## src/rtl/neuron_pkg.sv

```systemverilog
// Shared types and default widths for the neuron input bridge.
// The FSM walks one 4-phase req/ack handshake per sample.
package neuron_pkg;

  typedef enum logic [1:0] {
    IDLE = 2'd0,
    REQ  = 2'd1,
    REL  = 2'd2
  } bridge_state_t;

  localparam int DATA_BITS_DEF = 4;
  localparam int CNT_BITS_DEF  = 16;

endpackage

```

## src/rtl/neuron_bridge_fifo.sv

```systemverilog
// Small synchronous sample FIFO with occupancy count. Push is refused while full,
// even if a pop happens in the same cycle; pop is ignored while empty.
module neuron_bridge_fifo #(
  parameter int data_bits  = 4,
  parameter int fifo_depth = 4
) (
  input  logic                          clk,
  input  logic                          rst,
  input  logic                          push,
  input  logic                          pop,
  input  logic [data_bits-1:0]          wdata,
  output logic [data_bits-1:0]          rdata,
  output logic                          full,
  output logic                          empty,
  output logic [$clog2(fifo_depth):0]   count
);

  localparam int ptr_bits = $clog2(fifo_depth);
  localparam logic [ptr_bits-1:0] ptr_one  = ptr_bits'(1);
  localparam logic [ptr_bits:0]   cnt_one  = (ptr_bits + 1)'(1);
  localparam logic [ptr_bits:0]   cnt_full = (ptr_bits + 1)'(fifo_depth);

  logic [data_bits-1:0] mem [fifo_depth];
  logic [ptr_bits-1:0]  wr_ptr_reg;
  logic [ptr_bits-1:0]  rd_ptr_reg;
  logic [ptr_bits:0]    count_reg;
  logic                 push_ok;
  logic                 pop_ok;

  assign full    = (count_reg == cnt_full);
  assign empty   = (count_reg == '0);
  assign count   = count_reg;
  assign push_ok = push & !full;
  assign pop_ok  = pop & !empty;
  assign rdata   = mem[rd_ptr_reg];

  // Storage carries no reset; the pointers alone define what is valid.
  always_ff @(posedge clk) begin
    if (push_ok) begin
      mem[wr_ptr_reg] <= wdata;
    end
  end

  always_ff @(posedge clk or negedge rst) begin
    if (!rst) begin
      wr_ptr_reg <= '0;
      rd_ptr_reg <= '0;
      count_reg  <= '0;
    end else begin
      if (push_ok) begin
        wr_ptr_reg <= wr_ptr_reg + ptr_one;
      end
      if (pop_ok) begin
        rd_ptr_reg <= rd_ptr_reg + ptr_one;
      end
      case ({push_ok, pop_ok})
        2'b10:   count_reg <= count_reg + cnt_one;
        2'b01:   count_reg <= count_reg - cnt_one;
        default: count_reg <= count_reg;
      endcase
    end
  end

endmodule

```

## src/rtl/neuron_input_bridge.sv

```systemverilog
// Buffers valid/ready samples and delivers each one to a neuron over its
// asynchronous 4-phase req/ack channel; ack is brought in through a flop chain.
module neuron_input_bridge
  import neuron_pkg::*;
#(
  parameter int data_bits   = DATA_BITS_DEF,
  parameter int fifo_depth  = 4,
  parameter int sync_stages = 2,
  parameter int cnt_bits    = CNT_BITS_DEF
) (
  input  logic                 clk,
  input  logic                 rst,
  input  logic                 in_valid,
  output logic                 in_ready,
  input  logic [data_bits-1:0] in_data,
  output logic [data_bits-1:0] data_out,
  output logic                 req_out,
  input  logic                 ack_in,
  output logic [cnt_bits-1:0]  sent_cnt,
  output logic                 busy
);

  localparam logic [cnt_bits-1:0] sent_one = cnt_bits'(1);

  bridge_state_t                state_reg;
  bridge_state_t                state_next;
  logic                         req_reg;
  logic                         req_next;
  logic [data_bits-1:0]         data_reg;
  logic [cnt_bits-1:0]          sent_cnt_reg;
  logic                         pop;
  logic                         cnt_inc;
  logic                         ack_s;
  logic [data_bits-1:0]         fifo_rdata;
  logic                         fifo_full;
  logic                         fifo_empty;
  logic [$clog2(fifo_depth):0]  fifo_count;

  // CDC: ack_in is asynchronous to clk; plain flop chain, nothing else reads ack_in.
  logic [sync_stages-1:0] ack_sync_reg;

  always_ff @(posedge clk or negedge rst) begin
    if (!rst) begin
      ack_sync_reg <= '0;
    end else begin
      ack_sync_reg <= {ack_sync_reg[sync_stages-2:0], ack_in};
    end
  end

  assign ack_s = ack_sync_reg[sync_stages-1];

  neuron_bridge_fifo #(
    .data_bits  (data_bits),
    .fifo_depth (fifo_depth)
  ) u_fifo (
    .clk   (clk),
    .rst   (rst),
    .push  (in_valid),
    .pop   (pop),
    .wdata (in_data),
    .rdata (fifo_rdata),
    .full  (fifo_full),
    .empty (fifo_empty),
    .count (fifo_count)
  );

  always_comb begin
    state_next = state_reg;
    req_next   = req_reg;
    pop        = 1'b0;
    cnt_inc    = 1'b0;
    case (state_reg)
      // A still-high ack (post-reset or bypassed neuron) blocks a new launch.
      IDLE: begin
        if (!fifo_empty && !ack_s) begin
          pop        = 1'b1;
          req_next   = 1'b1;
          state_next = REQ;
        end
      end
      REQ: begin
        if (ack_s) begin
          req_next   = 1'b0;
          state_next = REL;
        end
      end
      REL: begin
        if (!ack_s) begin
          cnt_inc    = 1'b1;
          state_next = IDLE;
        end
      end
      default: begin
        req_next   = 1'b0;
        state_next = IDLE;
      end
    endcase
  end

  always_ff @(posedge clk or negedge rst) begin
    if (!rst) begin
      state_reg    <= IDLE;
      req_reg      <= 1'b0;
      data_reg     <= '0;
      sent_cnt_reg <= '0;
    end else begin
      state_reg <= state_next;
      req_reg   <= req_next;
      if (pop) begin
        data_reg <= fifo_rdata;
      end
      if (cnt_inc) begin
        sent_cnt_reg <= sent_cnt_reg + sent_one;
      end
    end
  end

  assign in_ready = !fifo_full;
  assign req_out  = req_reg;
  assign data_out = data_reg;
  assign sent_cnt = sent_cnt_reg;
  assign busy     = (fifo_count != '0) | (state_reg != IDLE);

endmodule

```

## config.mk

```make
export PLATFORM = sky130hd
export DESIGN_NAME = neuron_input_bridge
export DESIGN_NICKNAME = d
export VERILOG_FILES = /design/src/rtl/neuron_pkg.sv /design/src/rtl/neuron_bridge_fifo.sv /design/src/rtl/neuron_input_bridge.sv
export SDC_FILE = /design/constraint.sdc
export NUM_CORES = 1
export LEC_CHECK = 0
export ABC_AREA = 1
export CORE_MARGIN = 8
export CORE_UTILIZATION = 45
export DETAILED_ROUTE_END_ITERATION = 16
export GPL_TIMING_DRIVEN = 0
export PLACE_DENSITY = 0.68
export SYNTH_ARGS = -nofsm -noshare
export SYNTH_HDL_FRONTEND = slang
export SYNTH_SLANG_ARGS = --single-unit
```

## constraint.sdc

```tcl
create_clock -name clk -period 2.53 [get_ports clk]
set_input_delay 0.6325 -clock clk [delete_from_list [all_inputs] [get_ports clk]]
set_output_delay 0.6325 -clock clk [all_outputs]
set_load 0.01 [all_outputs]
```

# [Word level (Yosys, flattened, before mapping)]
# Memory sizes are Yosys's and may differ from the RTL's. A register that Yosys moved wholly into a read port is not among the register bits.
# Cells that the tools add are included.
[totals] register_bits=28 latch_bits=0 mem_bits_rw=16 rom_bits=0 out_inout_bits=23 wordCells=51 memories=1
[mem_list] memory="u_fifo.mem" depth=4 word_bits=4 rd=1 rd_ports_with_merged_regs=1 wr=1 line="neuron_bridge_fifo.sv:23" source="logic [data_bits-1:0] mem [fifo_depth];"
[op_classes] n_addsub=5 n_mul=0 n_div=0 order_cmp=0 eq_ne=8 shift=0 n_mux=14 n_bitwise=4 n_reduce_logical=12
[ops] operator="$add 16x1->16 const B" n=1
[ops] operator="$mux 1" n=8
[ops] operator="$mux 2" n=3
[ops] operator="$ne 2x2->1 const B" n=3
[ops] operator="$pmux 2 s3" n=1
[ops] operator="$pmux 3 s2" n=1
[ops] operator="$reduce_and 3->1" n=2
[ops] operator="$add 2x1->2 const B" n=2
[ops] operator="$eq 2x1->1 const B" n=2
[ops] operator="$eq 2x2->1 const B" n=2
[ops] operator="$logic_not 1->1" n=4
[ops] operator="$reduce_bool 2->1" n=2
[ops] operator="$add 3x1->3 const B" n=1
[ops] operator="$eq 3x3->1 const B" n=1
[ops] operator="$logic_not 3->1" n=1
[ops] operator="$pmux 1 s3" n=1
[ops] operator="$reduce_bool 3->1" n=1
[ops] operator="$sub 3x1->3 const B" n=1
[ops] operator="$and 1x1->1" n=2
[ops] operator="$logic_not 2->1" n=1
[ops] operator="$logic_and 1x1->1" n=1
[ops] operator="$not 1->1" n=1
[ops] operator="$or 1x1->1" n=1

# [Logic depth before layout (Yosys ltp)]
[depth] ltp_word=8 depth_mapped=9 ltp_nobuf=9

# [Cells and area by module]
# Synthesis repeated with hierarchy kept, for this count alone.
[unflattened] cells_unflattened=243 hier_area_um2=2260.9
[by_module_without_submodules] mod="neuron_input_bridge" instances=1 cells_each=136 area_per_inst_um2=1157.4
[by_module_without_submodules] mod="neuron_bridge_fifo" instances=1 cells_each=107 area_per_inst_um2=1103.6

# [Worst setup path after synthesis]
# Ideal clock, no wire load.
[synth_timing] kind="register -> register" start="register u_fifo.count_reg[0] (netlist: u_fifo.count[0])" end="register u_fifo.count_reg[2] (netlist: u_fifo.count[2])" setup_ns=0.125 arrival_ns=1.822 required_time_ns=2.405 path_slack_ns=0.583 path_stages_with_launch=10 path_buffers=0 period_less_slack_ns=1.947 path_cell_list="dfrtp_1 inv_1 nand3_1 nand2_1 ha_1 inv_1 fa_1 a21oi_1 o21ai_0 xnor2_1"
[synth_via] word_cells_on_any_way=15
[synth_lines] element="start, declared" line="neuron_bridge_fifo.sv:26" source="logic [ptr_bits:0] count_reg;"
[synth_lines] element="start signal, assigned" line="neuron_bridge_fifo.sv:57" source="2'b10: count_reg <= count_reg + cnt_one;"
[synth_lines] element="start signal, assigned" line="neuron_bridge_fifo.sv:58" source="2'b01: count_reg <= count_reg - cnt_one;"
[synth_lines] element="start signal, assigned" line="neuron_bridge_fifo.sv:59" source="default: count_reg <= count_reg;"
[synth_lines] element="$eq 3x3->1 (*)" line="neuron_bridge_fifo.sv:30" source="assign full = (count_reg == cnt_full);"
[synth_lines] element="$logic_not 1->1 (*)"
[synth_lines] element="via in_ready" line="neuron_input_bridge.sv:14" source="output logic in_ready,"
[synth_lines] element="$and 1x1->1 (*)" line="neuron_bridge_fifo.sv:33" source="assign push_ok = push & !full;"
[synth_lines] element="$eq 2x1->1 / $eq 2x2->1 (equally long branches)" line="neuron_bridge_fifo.sv:56" source="case ({push_ok, pop_ok})"
[synth_lines] element="$pmux 3 s2 / $reduce_bool 2->1 (equally long branches)"
# Mark *: on every way through the listed nets, which the timed path passes. The rest lies on a longest branch.
# A chain may end at the register's enable or synchronous reset.

# [Final worst setup path]
[layout_timing] start="register u_fifo.count_reg[2] (netlist: u_fifo.count[2])" end="output busy"
[layout_via] elab_chain_len=2
[layout_rtl] element="$reduce_bool 3->1" line="neuron_input_bridge.sv:122" source="assign busy = (fifo_count != '0) | (state_reg != IDLE);"
[layout_rtl] element="$or 1x1->1" line="neuron_input_bridge.sv:122"
[layout_rtl] element="end, declared" line="neuron_input_bridge.sv:20" source="output logic busy"
# Every way passes these cells.

==> metrics <==
first-pass iteration count of the detailed router 4; Slowest cell on crit path clkdlybuf4s50_1; Post-Route Setup TNS 0 ns; Max Root-Sink Buffers 2; vias 1503; final cell count without fillers 323; die area 7410 um^2; num ports 31; antenna violations before repair 0; Synth cell types 27; Critical Path Start Type register; family with the most delay on the worst path buffers and inverters; worst slack, placed 0.102 ns; die span in y 86.1 um; Slowest Stage Delay on Critical Path 0.49 ns; Total GRT Usage 11.7%; fmax 0.433 GHz; CTS tree built; # hold bufs at CTS 0; Worst Path Arrival 1.68 ns; max-slew violation count 0; commonest cells after routing, fill and taps aside nand2_1 (48), dfrtp_1 (32), clkdlybuf4s50_1 (29); worst skew pair latency 0.30 ns; post-layout min period 2.31 ns; cell taking the most area after synthesis dfrtp_1; Hold Vio Cnt, Final 0; LEAKAGE 1.19 nW; Syn Inst Count 218; Final HPWL DP 2910 um; synthesized flop and latch total 48; grt total ovfl 0; layout cells sized above 1 10.5%; maximum vdd drop 460 uV; Least-Margin Pin Slew 0.706 ns; initial core utilization 46.8%; dpl cells 315; syn nets 233; clock sinks 48; sequential share of the synthesized area 58.0%; Worst Skew 0.00460 ns; Relative slew margins 52.9%; largest net degree at the start of global routing 33; final core utilization 57.1%; final setup margin 0.220 ns; final wirelength 3860 um; Post-CTS Setup Bufs 0; port buffer count 30; syn avg cell area 10.1 um^2; Crit Path Max Fanout 3; remaining antenna violation count 0; Antenna diodes 0; Req. time, crit path 1.90 ns; drt wl/cell 12.0 um; fin crit share 91.3%; Clk Tree Root Cell clkbuf_8; status finished, final reports clean; H-tree levels 2; Final #Nets 270; PD cells 914 nW/um^2; Resize count post-CTS 0; Syn-to-layout area delta 22.0%; core box area 4720 um^2; synth top area cells dfrtp_1 (36%), edfxtp_1 (22%), nand2_1 (8.2%); first-pass GRT wire length 6750 um; Yosys top cell area share 36.3%; Critical path buffers and inverters 1; DRT iter0 DRCs 74; Cell Rows 25; Yosys warnings 0; Hold Path Class register to register; RSZ-0062 raised after global routing false; vias in the first global route 1527; Clock Pin Slew Worst Setup and Hold Paths 0.08 ns; critical path cell sequence nor3_4 -> nand2_1 -> clkdlybuf4s50_1; CP Class register to primary output; max cap viols 0; vias per std cell 4.65; Num CTS Buffers 5; Routability Congestion 0.772; Worst Setup End Kind primary output; # DRC 0; most common cell after layout, fill and taps aside nand2_1; Post-Syn Area 2210 um^2; die width 86.1 um; Setup violations, final 0
Yosys cell counts:
cell type	count
a21oi_1	3
o22ai_1	4
o21ai_1	1
nand2_1	48
nand3_2	1
xor2_1	7
xnor2_1	8
fa_1	1
nor2_8	1
nand3_4	1
nand3_1	7
nor2_1	25
nor3_1	1
nor2_2	1
inv_2	4
nand4_1	1
inv_1	26
nor3_2	1
edfxtp_1	16
nand2_2	4
ha_1	6
nor3_4	1
o21ai_0	12
nor2_4	4
nand3b_1	1
dfrtp_1	32
buf_2	1
power by group:
part           switching (mW)  leakage (nW)  internal [mW]
Sequential              0.139         0.557          0.996
Clock                   0.246        0.0552          0.293
Combinational           0.435         0.578          0.354
cell type report:
| class | count | area (um^2) |
|---|---|---|
| fill | 415 | 2030 |
| sequential | 48 | 1280 |
| multi-input combinational | 139 | 810 |
| timing repair buffer | 30 | 295 |
| inverter | 30 | 113 |
| tap | 67 | 83.8 |
| clock buffer | 6 | 72.6 |
| clock inverter | 2 | 35.0 |
| buffer | 1 | 5.00 |
through the flow:
stage	instance area [um^2]	total power [mW]	hold WS, ns
after detailed placement	2590	1.95	0.339
after CTS	2700	2.51	0.358
after global placement	2590	1.92	0.334
final	2700	2.46	0.354
after floorplan	2210	1.64	0.331
after global routing	2700	2.63	0.362
worst paths after layout:
kind / depth (start not counted) / from / slack [ns] / end
min in group asynchronous: 1 / rst / 0.37 / sent_cnt[14]
max in group asynchronous: 1 / rst / 1.70 / state_reg[0]
setup reg to reg: 9 / state_reg[1] / 0.47 / u_fifo.count[2]
hold reg to reg: 0 / ack_sync_reg[0] / 0.35 / ack_sync_reg[1]
setup / recovery: 3 / u_fifo.count[2] / 0.22 / busy
hold / removal: 0 / ack_sync_reg[0] / 0.35 / ack_sync_reg[1]
routing by layer:
metal	vias up	share of wire [%]	GRT usage (%)
met5	-	0	0
met4	0	1.8	6.05
met3	5	4.9	4.01
met2	26	48	19.5
met1	708	45	12.8
li1	764	-	-
cells by family after synthesis:
kind of cell             after synthesis  share of synthesized area, %
AND/OR/NAND/NOR                       97                          21.6
flip-flops                            48                          58.0
buffers and inverters                 31                          5.33
AO/OA/AOI/OAI                         20                          4.76
XOR/XNOR                              15                          5.95
adder cells (fa/ha/maj)                7                          4.31
Note: power is estimated with default switching activity, not from simulation.
